[src/rtl/counter_access_arbiter_pkg.sv]
// Shared constants and helpers for the counter access arbiter.
package counter_access_arbiter_pkg;

  // Requester direction encoding on the dir bus
  localparam logic DIR_UP   = 1'b1;
  localparam logic DIR_DOWN = 1'b0;

  // Default configuration
  localparam int DEF_NUM_REQ = 4;
  localparam int DEF_WIDTH   = 4;
  localparam int DEF_MAX_VAL = 15;

  // Outcome of one arbitration cycle on the shared count
  typedef enum logic [1:0] {
    OP_NONE   = 2'd0,  // nothing eligible, state holds
    OP_STEP   = 2'd1,  // granted op moves the count by one
    OP_REJECT = 2'd2,  // granted op blocked by saturation
    OP_CLEAR  = 2'd3   // synchronous clear wins over everything
  } op_e;

  // Width of an index into a vector of n requesters (at least 1 bit)
  function automatic int idx_width(input int n);
    return (n > 1) ? $clog2(n) : 1;
  endfunction

endpackage

[src/rtl/counter_access_arbiter_rr_arbiter.sv]
// Combinational round-robin pick: first eligible index at or after rr_ptr.
module rr_arbiter
  import counter_access_arbiter_pkg::*;
#(
  parameter int NUM_REQ = DEF_NUM_REQ,
  parameter int PTR_W   = idx_width(NUM_REQ)
) (
  input  logic [NUM_REQ-1:0] eligible,
  input  logic [PTR_W-1:0]   rr_ptr,
  output logic [NUM_REQ-1:0] winner_oh,
  output logic               valid,
  output logic [PTR_W-1:0]   winner_idx
);

  // Index rr_ptr+k reduced modulo NUM_REQ; rr_ptr is always < NUM_REQ
  function automatic logic [PTR_W-1:0] wrap_idx(input logic [PTR_W-1:0] base,
                                                input int               k);
    int s;
    s = int'(base) + k;
    if (s >= NUM_REQ) s = s - NUM_REQ;
    return PTR_W'(s);
  endfunction

  // Walk the ring from rr_ptr and latch onto the first eligible requester
  always_comb begin
    winner_oh  = '0;
    valid      = 1'b0;
    winner_idx = '0;
    for (int k = 0; k < NUM_REQ; k++) begin
      if (!valid && eligible[wrap_idx(rr_ptr, k)]) begin
        valid                           = 1'b1;
        winner_idx                      = wrap_idx(rr_ptr, k);
        winner_oh[wrap_idx(rr_ptr, k)] = 1'b1;
      end
    end
  end

endmodule

[src/rtl/counter_access_arbiter.sv]
// Shared saturating up/down counter, one round-robin-granted step per clock.
module counter_access_arbiter
  import counter_access_arbiter_pkg::*;
#(
  parameter int NUM_REQ = DEF_NUM_REQ,
  parameter int WIDTH   = DEF_WIDTH,
  parameter int MAX_VAL = DEF_MAX_VAL
) (
  input  logic               clk,
  input  logic               reset,
  input  logic               clear,
  input  logic [NUM_REQ-1:0] req,
  input  logic [NUM_REQ-1:0] dir,
  output logic [NUM_REQ-1:0] gnt,
  output logic               reject,
  output logic [WIDTH-1:0]   count,
  output logic               at_max,
  output logic               at_min
);

  localparam int               PTR_W   = idx_width(NUM_REQ);
  localparam logic [WIDTH-1:0] MAX_CNT = WIDTH'(MAX_VAL);
  localparam logic [PTR_W-1:0] LAST_IX = PTR_W'(NUM_REQ - 1);

  logic [WIDTH-1:0]   count_q,  count_d;
  logic [NUM_REQ-1:0] gnt_q,    gnt_d;
  logic               reject_q, reject_d;
  logic [PTR_W-1:0]   rr_ptr_q, rr_ptr_d;

  logic [NUM_REQ-1:0] eligible;
  logic [NUM_REQ-1:0] win_oh;
  logic               win_valid;
  logic [PTR_W-1:0]   win_idx;
  logic               win_dir;
  op_e                op;

  // A requester granted last cycle is masked so it is never granted twice in a row
  assign eligible = req & ~gnt_q;

  rr_arbiter #(
    .NUM_REQ (NUM_REQ),
    .PTR_W   (PTR_W)
  ) u_rr_arbiter (
    .eligible   (eligible),
    .rr_ptr     (rr_ptr_q),
    .winner_oh  (win_oh),
    .valid      (win_valid),
    .winner_idx (win_idx)
  );

  assign win_dir = dir[win_idx];

  // Classify this cycle: clear, saturated reject, a real step, or idle
  always_comb begin
    op = OP_NONE;
    if (clear) begin
      op = OP_CLEAR;
    end else if (win_valid) begin
      if (win_dir == DIR_UP) begin
        op = (count_q < MAX_CNT) ? OP_STEP : OP_REJECT;
      end else begin
        op = (count_q != '0) ? OP_STEP : OP_REJECT;
      end
    end
  end

  // Next-state for count, grant, reject flag and round-robin pointer
  always_comb begin
    count_d  = count_q;
    gnt_d    = '0;
    reject_d = 1'b0;
    rr_ptr_d = rr_ptr_q;
    case (op)
      OP_CLEAR: begin
        count_d = '0;
      end
      OP_STEP: begin
        gnt_d    = win_oh;
        rr_ptr_d = (win_idx == LAST_IX) ? '0 : win_idx + 1'b1;
        count_d  = (win_dir == DIR_UP) ? count_q + 1'b1 : count_q - 1'b1;
      end
      OP_REJECT: begin
        gnt_d    = win_oh;
        rr_ptr_d = (win_idx == LAST_IX) ? '0 : win_idx + 1'b1;
        reject_d = 1'b1;
      end
      default: begin
        count_d = count_q;
      end
    endcase
  end

  // State registers; reset drops any in-flight grant immediately
  always_ff @(posedge clk or posedge reset) begin
    if (reset) begin
      count_q  <= '0;
      gnt_q    <= '0;
      reject_q <= 1'b0;
      rr_ptr_q <= '0;
    end else begin
      count_q  <= count_d;
      gnt_q    <= gnt_d;
      reject_q <= reject_d;
      rr_ptr_q <= rr_ptr_d;
    end
  end

  assign gnt    = gnt_q;
  assign reject = reject_q;
  assign count  = count_q;
  assign at_max = (count_q == MAX_CNT);
  assign at_min = (count_q == '0);

endmodule

[config.mk]
export PLATFORM = sky130hd
export DESIGN_NAME = counter_access_arbiter
export DESIGN_NICKNAME = d
export VERILOG_FILES = /design/src/rtl/counter_access_arbiter_pkg.sv /design/src/rtl/counter_access_arbiter_rr_arbiter.sv /design/src/rtl/counter_access_arbiter.sv
export SDC_FILE = /design/constraint.sdc
export NUM_CORES = 1
export LEC_CHECK = 0
export CORE_ASPECT_RATIO = 1.4
export CORE_UTILIZATION = 40
export CTS_CLUSTER_DIAMETER = 150
export DETAILED_ROUTE_END_ITERATION = 10
export HOLD_SLACK_MARGIN = 0.08
export PLACE_DENSITY = 0.65
export SETUP_SLACK_MARGIN = 0.4
export SKIP_LAST_GASP = 1
export SYNTH_ARGS = -nofsm -noshare
export SYNTH_HDL_FRONTEND = slang
export SYNTH_HIERARCHICAL = 1
export SYNTH_SLANG_ARGS = --single-unit
[constraint.sdc]
create_clock -name clk -period 4.2 [get_ports clk]
set_clock_uncertainty 0.05 [all_clocks]
set_input_delay 1.05 -clock clk [delete_from_list [all_inputs] [get_ports clk]]
set_output_delay 1.05 -clock clk [all_outputs]
set_load 0.1 [all_outputs]
# After elaboration in Yosys (flattened, before gate mapping)
# Cells that the tools add are included.
# totals
out_inout_bits	11
in_bits	11
reg_bits	11
elab_cells	104
# op_classes
muxes	48
n_reduce_logical	14
bitwise_logic	5
n_lt_le_gt_ge	18
eq_ne	5
addsub	10
# op_table
operator	count
2-to-1 mux 2 bit	18
< comparator 2 x 3 -> 1 bit, second input constant	9
2-to-1 mux 4 bit	6
2-to-1 mux 1 bit	14
OR 4 bit	3
binary-select mux 1 bit (select 2 bit)	5
greater-or-equal comparator 3 bit, second input constant	3
demux 1 bit (select 2 bit)	4
greater-or-equal comparator 2 x 1 -> 1 bit, second input constant	4
case mux 4 bit (2 select lines)	1
subtractor 2 x 1 -> 2 bit, second input constant	4
logical AND 1 bit	7
adder 2 x 2 -> 3 bit, second input constant	2
== test 2 bit, second input constant	3
adder 4 x 1 -> 4 bit, second input constant	1
bitwise AND 4 bit	1
== test 4 bit, second input constant	1
zero test 4 bit	1
< comparator 4 bit, second input constant	1
inverter 4 bit	1
nonzero test 4 bit	1
subtractor 4 x 1 -> 4 bit, second input constant	1
adder 2 x 1 -> 3 bit, second input constant	1
greater-or-equal comparator 2 x 3 -> 1 bit, second input constant	1
other kinds (5)	7

# Longest topological paths before layout
# depth
depth_word	22
ltp_mapped	15
mapped_depth_nobuf	13

# Cells and area by module
# Netlist, hierarchy kept.
# by_module_without_submodules
mod	area_each_um2	cells_each	instances
counter_access_arbiter	626.9	59	1
rr_arbiter	419.2	45	1

# Least setup slack after synthesis
# OpenSTA, ideal clock, no wires.
# synth_path
kind	register to output
from	register count_q[0], in the netlist count[0]
to	output at_min
stages_incl_launch_ff	2
required_ps	3100
path_slack_ps	-1021
t_arrival_ps	4121
n_path_buf	0
path_cell_list	dfrtp_1 -> nor4_1
# synth_between
elab_chain_cells	1
# synth_lines
item	line_no	source
from (decl)	counter_access_arbiter.sv:25	logic [WIDTH-1:0] count_q, count_d;
from (signal assigned)	counter_access_arbiter.sv:101	count_q <= count_d;
zero test 4 bit	counter_access_arbiter.sv:112	assign at_min = (count_q == '0);
to (decl)	counter_access_arbiter.sv:18	output logic at_min
# No other way between the ends.

# Worst setup path after layout
# layout_path
from	input req[1]
to	register count_q[3], in the netlist count[3]
# layout_between
elab_chain_cells	20
elab_cells_between_ends	33
classes_between	eq/ne (2); mux (23); bitwise (1); reduce/logical (7)
# layout_lines
item	line_no	source
from (decl)	counter_access_arbiter.sv:12	input logic [NUM_REQ-1:0] req,
bitwise AND 4 bit *	counter_access_arbiter.sv:38	assign eligible = req & ~gnt_q;
via eligible[1]	counter_access_arbiter.sv:30	logic [NUM_REQ-1:0] eligible;
binary-select mux 1 bit (select 2 bit)	counter_access_arbiter_rr_arbiter.sv:30	if (!valid && eligible[wrap_idx(rr_ptr, k)]) begin
2-to-1 mux 1 bit (implied by the code)	counter_access_arbiter_rr_arbiter.sv:30	
2-to-1 mux 1 bit	counter_access_arbiter_rr_arbiter.sv:30	
zero test 1 bit	counter_access_arbiter_rr_arbiter.sv:30	
logical AND 1 bit	counter_access_arbiter_rr_arbiter.sv:30	
2-to-1 mux 1 bit	counter_access_arbiter_rr_arbiter.sv:30	
[6 not listed]	--	
via win_idx[1]	counter_access_arbiter.sv:33	logic [PTR_W-1:0] win_idx;
binary-select mux 1 bit (select 2 bit) *	counter_access_arbiter.sv:51	assign win_dir = dir[win_idx];
2-to-1 mux 1 bit (implied by the code) *	counter_access_arbiter.sv:51	
2-to-1 mux 2 bit	counter_access_arbiter.sv:59	if (win_dir == DIR_UP) begin
2-to-1 mux 2 bit	counter_access_arbiter.sv:58	end else if (win_valid) begin
2-to-1 mux 2 bit	counter_access_arbiter.sv:56	if (clear) begin
== test 2 x 1 -> 1 bit / == test 2 bit (equally long branches)	counter_access_arbiter.sv:73	case (op)
case mux 4 bit (2 select lines) / nonzero test 2 bit (equally long branches)	--	
# Mark *: on every way through the listed nets, which the timed path passes. The rest lies on a longest branch. The select of a mux whose other input is x is not followed.
# A chain may end at the register's enable or synchronous reset.

==> impl_metrics.json <==
{
  "outcome": "completed",
  "area_delta_synth_final_pct": 43.5,
  "critPathSlowestCell": "mux4_2",
  "netlist_instances": 104,
  "worstPathArrival_ns": 3.91,
  "r2r_slack_ns": 0.68,
  "drv_slew": 0,
  "cp-end-kind": "flop",
  "cts_sinks": 11,
  "grt_max_degree": 14,
  "grt_pass1_wl_mm": 4.23,
  "cts_hold_buf": 0,
  "cp_data_required_time_ns": 4.30,
  "die_area_sq_um": 2830,
  "crit_start": "req[1]",
  "top_layer": "met4",
  "fp-row-count": 21,
  "yosysTopAreaCell": "dfrtp_1",
  "period_needed_ns": 3.81,
  "worstHoldPathType": "reg2reg",
  "crit_end": "count[3]",
  "ctsRootBufferMaster": "clkbuf_4",
  "cts_tree": "built",
  "drc_errors": 0,
  "start_util": 0.428,
  "synth_edf_count": 0,
  "routedWlPerCell_microns": 14.5,
  "setup_viol": 0,
  "worstPathCellList": "buf_2 -> nor2b_4 -> mux4_2 -> nor4b_4 -> nor2_1 -> a32o_1 -> mux4_2 -> inv_2 -> ha_4 -> a21o_1 -> a21oi_2 -> mux2i_1 -> mux2_1",
  "worst_path_largest_cell_delay_ns": 0.55,
  "r2r_end": "count[3]",
  "drtPass1Iterations": 4,
  "num-nets-final": 164,
  "htree_levels": 1,
  "drv_cap": 0,
  "synth_commonest_cells": "dfrtp_1 (11), inv_1 (9), a22oi_1 (8), ha_1 (8), o21ai_0 (8)",
  "grt_usage": 0.206,
  "clk_pin_slew_ns": 0.07,
  "syn_area_sq_um": 1050,
  "max_freq_mhz": 263,
  "die_w_microns": 45.2,
  "port_buffers": 21,
  "die_h_microns": 62.5,
  "dp_hpwl_mm": 2.10,
  "wl_met1_microns": 861,
  "clk_latency_ns": 0.27,
  "cp_common_cell": "mux4_2",
  "antenna_found_initial": 0,
  "drive_gt1_frac": 0.350,
  "fillCellCount": 227,
  "rsz0062_at_grt": "yes",
  "tightest_slew_ns": 0.962,
  "synth_cell_types": 35,
  "reg2reg_depth": 13,
  "crit_path_max_fanout": 5,
  "seq_area_frac_synth": 0.263,
  "cts_buffers": 3,
  "gp_congestion": 0.810,
  "yosys_warnings": 6,
  "ys.flop_type": "dfrtp_1",
  "synthArstFlopShare": 1.00,
  "finalHoldViolCount": 0,
  "min_period_over_period": 0.907,
  "tns_ns": 0,
  "clock_path_buffers": 2,
  "finalWorstSetupSlack_ns": 0.392,
  "drt-vias-per-instance": 5.54,
  "synth_nets": 124,
  "yosysTopAreaCellShare": 0.263,
  "wl_met2_mm": 1.63,
  "overflow": 0,
  "io_pins": 22,
  "synth-seq-cells": 11,
  "max_slew_margin": 0.356,
  "synth.area.top_cells": "dfrtp_1 (26%), ha_1 (9.6%), mux4_2 (6.5%), a22oi_1 (5.7%), mux4_1 (5.0%)",
  "dr_wl_met3_microns": 45,
  "synth_area_per_cell_sq_um": 10.1,
  "post-place-ws_ns": -0.308,
  "core-area_sq_um": 2440,
  "drt-initial-drc-count": 20,
  "routed_wl_mm": 2.56,
  "num_vias": 981,
  "synth_most_common_cell": "dfrtp_1",
  "worstSetupPathType": "in2reg",
  "r2r_start": "rr_ptr_q[1]",
  "cp-start-kind": "primary input",
  "drtAntennaViolNets": 0,
  "antennaDiodeCount": 0,
  "grt_pass1_vias": 977
}
## through the flow
step           instances  hold WS (ns)  area, sq um  utilization
2_1_floorplan        104         0.493         1120            -
3_3_place_gp         169         0.548         1440        0.588
3_5_place_dp         169         0.554         1440        0.588
4_1_cts              176         0.566         1490        0.609
5_1_grt              177         0.597         1500        0.614
6_report             177         0.562         1500        0.614
## layout make-up
| class | instances | area [sq um] | share of cell area |
|---|---|---|---|
| clock buffers | 3 | 22.5 | 0.0150 |
| clock inverters | 1 | 5.00 | 0.00333 |
| inverters | 9 | 33.8 | 0.0225 |
| multi-input cells | 80 | 783 | 0.522 |
| flip-flops and latches | 11 | 275 | 0.183 |
| well taps | 34 | 42.5 | 0.0283 |
| repair buffers | 39 | 339 | 0.226 |
## layer usage
metal | global-route usage | vias up
met5 | 0 | -
met4 | 0.0682 | 0
met3 | 0.0347 | 2
met2 | 0.424 | 22
met1 | 0.178 | 490
li1 | - | 467
## cell families after synthesis
family,share of synthesized area
simple gates,0.215
compound gates,0.160
fa+ha+maj,0.115
buf+inv,0.0622
flops,0.263
mux,0.176
xor+xnor,0.00837
## how the worst min path moves through the flow
stage / from / end / slack (ns) / cells after the start
global placement: count[2] / count[2] / 0.55 / 2
floorplan: rr_ptr_q[0] / rr_ptr_q[0] / 0.49 / 2
global route: count[2] / count[2] / 0.60 / 2
CTS: count[2] / count[2] / 0.57 / 2
finish: count[2] / count[2] / 0.56 / 2
detailed placement: count[2] / count[2] / 0.55 / 2
## registers in the layout, summed over array words and instances, names as in the netlist
signal	cells
reject	1
count	4
rr_ptr_q	2
gnt	4
## critical path, delay by kind of cell
| kind | cells | cell delay [ns] |
|---|---|---|
| AOI/OAI and AO/OA | 3 | 0.54 |
| adders and majority gates | 1 | 0.19 |
| buffers and inverters | 2 | 0.18 |
| muxes | 4 | 1.39 |
| and+or+nand+nor | 3 | 0.55 |
## cells in the final DEF, fill, tap and decap left out, drive strengths merged
master,instances
clkbuf,3
o311ai,1
mux4,5
nand2b,2
nor3,3
a22oi,8
o21ai,8
nor2b,6
o31ai,2
o41ai,1
fa,1
xor2,1
and4,1
mux2i,3
nor3b,3
nor4,2
ha,8
nand2,5
a21oi,2
a32o,1
a21o,1
o211ai,1
mux2,3
buf,23
clkdlybuf4s50,16
and3b,1
and2b,1
and2,4
nor4b,1
dfrtp,11
inv,9
clkinv,1
nor2,5
## what timing repair did
item	in CTS	in global routing
gates resized for setup	17	2
buffers inserted	3	1
setup endpoints to repair	4	1
pin swaps	5	3
Power is left out: the tool's default activity adds up to more than one toggle a clock period on the data nets, which glitch-free logic cannot reach.
==> edit (config.mk and constraints unchanged) <==
The package constant `DEF_NUM_REQ` goes from 4 to 2.
--- a/src/rtl/counter_access_arbiter_pkg.sv
+++ b/src/rtl/counter_access_arbiter_pkg.sv
@@ -7,5 +7,5 @@
 
   // Default configuration
-  localparam int DEF_NUM_REQ = 4;
+  localparam int DEF_NUM_REQ = 2;
   localparam int DEF_WIDTH   = 4;
   localparam int DEF_MAX_VAL = 15;
Ports: changed (resized dir, gnt and req); port bits go from 22 to 16. The function was not compared with the original's and may differ.
==> edit against the unedited design <==
Synthesized cell count is 49% lower. Sequential cell count is 3 lower. Worst setup slack better by 0.37 ns. Register-to-register slack better by 0.97 ns. Highest routed layer unchanged. Critical path type unchanged. Area after synthesis is 49% lower. Die area is 48% lower. Critical path depth is 3 lower. Design area is 51% lower. Routed wire length is 57% lower.
==> edit: results (changes against the unedited design) <==
Outcome
  • Outcome: completed (unchanged)

Global routing
  • GRT met2 Usage: 31.5% (was 42.4%)
  • Met1 usage: 18.5% (was 17.8%)
  • Number of global-route vias before repair: 430 (was 977)
  • First-pass GRT wire length: 1730 um (was 4230 um)
  • Largest net degree at the start of global routing: 9 (was 14)
  • Met3 usage: 4.64% (was 3.47%)

Route
  • Drt pass-1 iters: 3 (was 4)
  • DRT iter0 DRCs: 6 (was 20)
  • Final WL: 1100 um (was 2560 um)
  • Routed wl met3: 63 um (was 45 um)
  • Met1 Wirelength: 414 um (was 861 um)

Hold path
  • Worst Hold Launch: rr_ptr_q$_DFFE_PP0N_ (was count[2]$_DFFE_PP0P_)
  • Endpoint, Worst Hold: rr_ptr_q$_DFFE_PP0N_ (was count[2]$_DFFE_PP0P_)

Placed design
  • IO buf count: 15 (was 21)
  • DP Area: 714 um2 (was 1440 um2)
  • Placed cells: 86 (was 169)
  • Detailed Place HPWL: 895 um (was 2100 um)

Yosys
  • Syn Nets: 63 (was 124)
  • Synth cell count leaders: dfrtp_1 (8), inv_1 (7), a21oi_1 (5) (was dfrtp_1 (11), inv_1 (9), a22oi_1 (8), ha_1 (8), o21ai_0 (8))
  • Mapped Cells: 53 (was 104)
  • Register area share after synthesis: 37.6% (was 26.3%)

Worst setup path
  • Critical-path top delay cell: clkdlybuf4s50_1 (was mux4_2)
  • Worst R2R Path Depth: 9 (was 13)
  • CP Max Fanout: 4 (was 5)
  • Worst reg-to-reg setup slack: 1.65 ns (was 0.68 ns)
  • FF-to-FF Start: gnt[1]$_DFF_PP0_ (was rr_ptr_q[1]$_DFFE_PP0N_)
  • Crit-path max cell delay: 0.44 ns (was 0.55 ns)

Cells and area
  • Max reg flops: 4
  • Post-Layout Cell Count: 89 (was 177)
  • Area growth from synthesis to final layout: 38.6% (was 43.5%)
  • Layout net count: 84 (was 164)
  • Fill cell count: 120 (was 227)
  • Layout cells sized above 1: 16.7% (was 35.0%)

STA
  • Hold WS: 0.448 ns (was 0.562 ns)
  • Worst slew pin tran: 0.961 ns (was 0.962 ns)
  • Final worst-path cycle share: 81.9% (was 90.7%)

Clocking
  • Clk Latency, worst-skew pair: 0.25 ns (was 0.27 ns)
  • Setup bufs post-CTS: 0 (was 3)
  • Longest Clk Path Bufs: 2 (unchanged)
  • CTS resizes: 0 (was 17)
## edit: cell types whose count changed in the layout (fill, tap and decap cells not counted), sizes merged, moves of 5 or more
cell	before	now
a22oi	8	0
buf	23	3
ha	8	2
mux4	5	0
o21ai	8	3
## edit: logic make-up after synthesis
group / share of synthesized area (%)
AO/OA/AOI/OAI: 13.4
XOR/XNOR: 1.65
adder cells (fa/ha/maj): 8.47
buffers and inverters: 5.65
flip-flops: 37.6
multiplexers: 11.8
AND/OR/NAND/NOR: 21.4
## edit: power by group
part           internal (uW)  switching (uW)
logic                    105             252
registers               95.0            29.0
clock network           32.8            27.3
total                    233             308
## edit: layout make-up
| type | instances | share of cell area (%) |
|---|---|---|
| multi-input cells | 37 | 42.1 |
| flip-flops and latches | 8 | 27.2 |
| repair buffers | 16 | 20.7 |
| inverters | 8 | 4.07 |
| clock buffers | 3 | 3.06 |
| well taps | 17 | 2.89 |
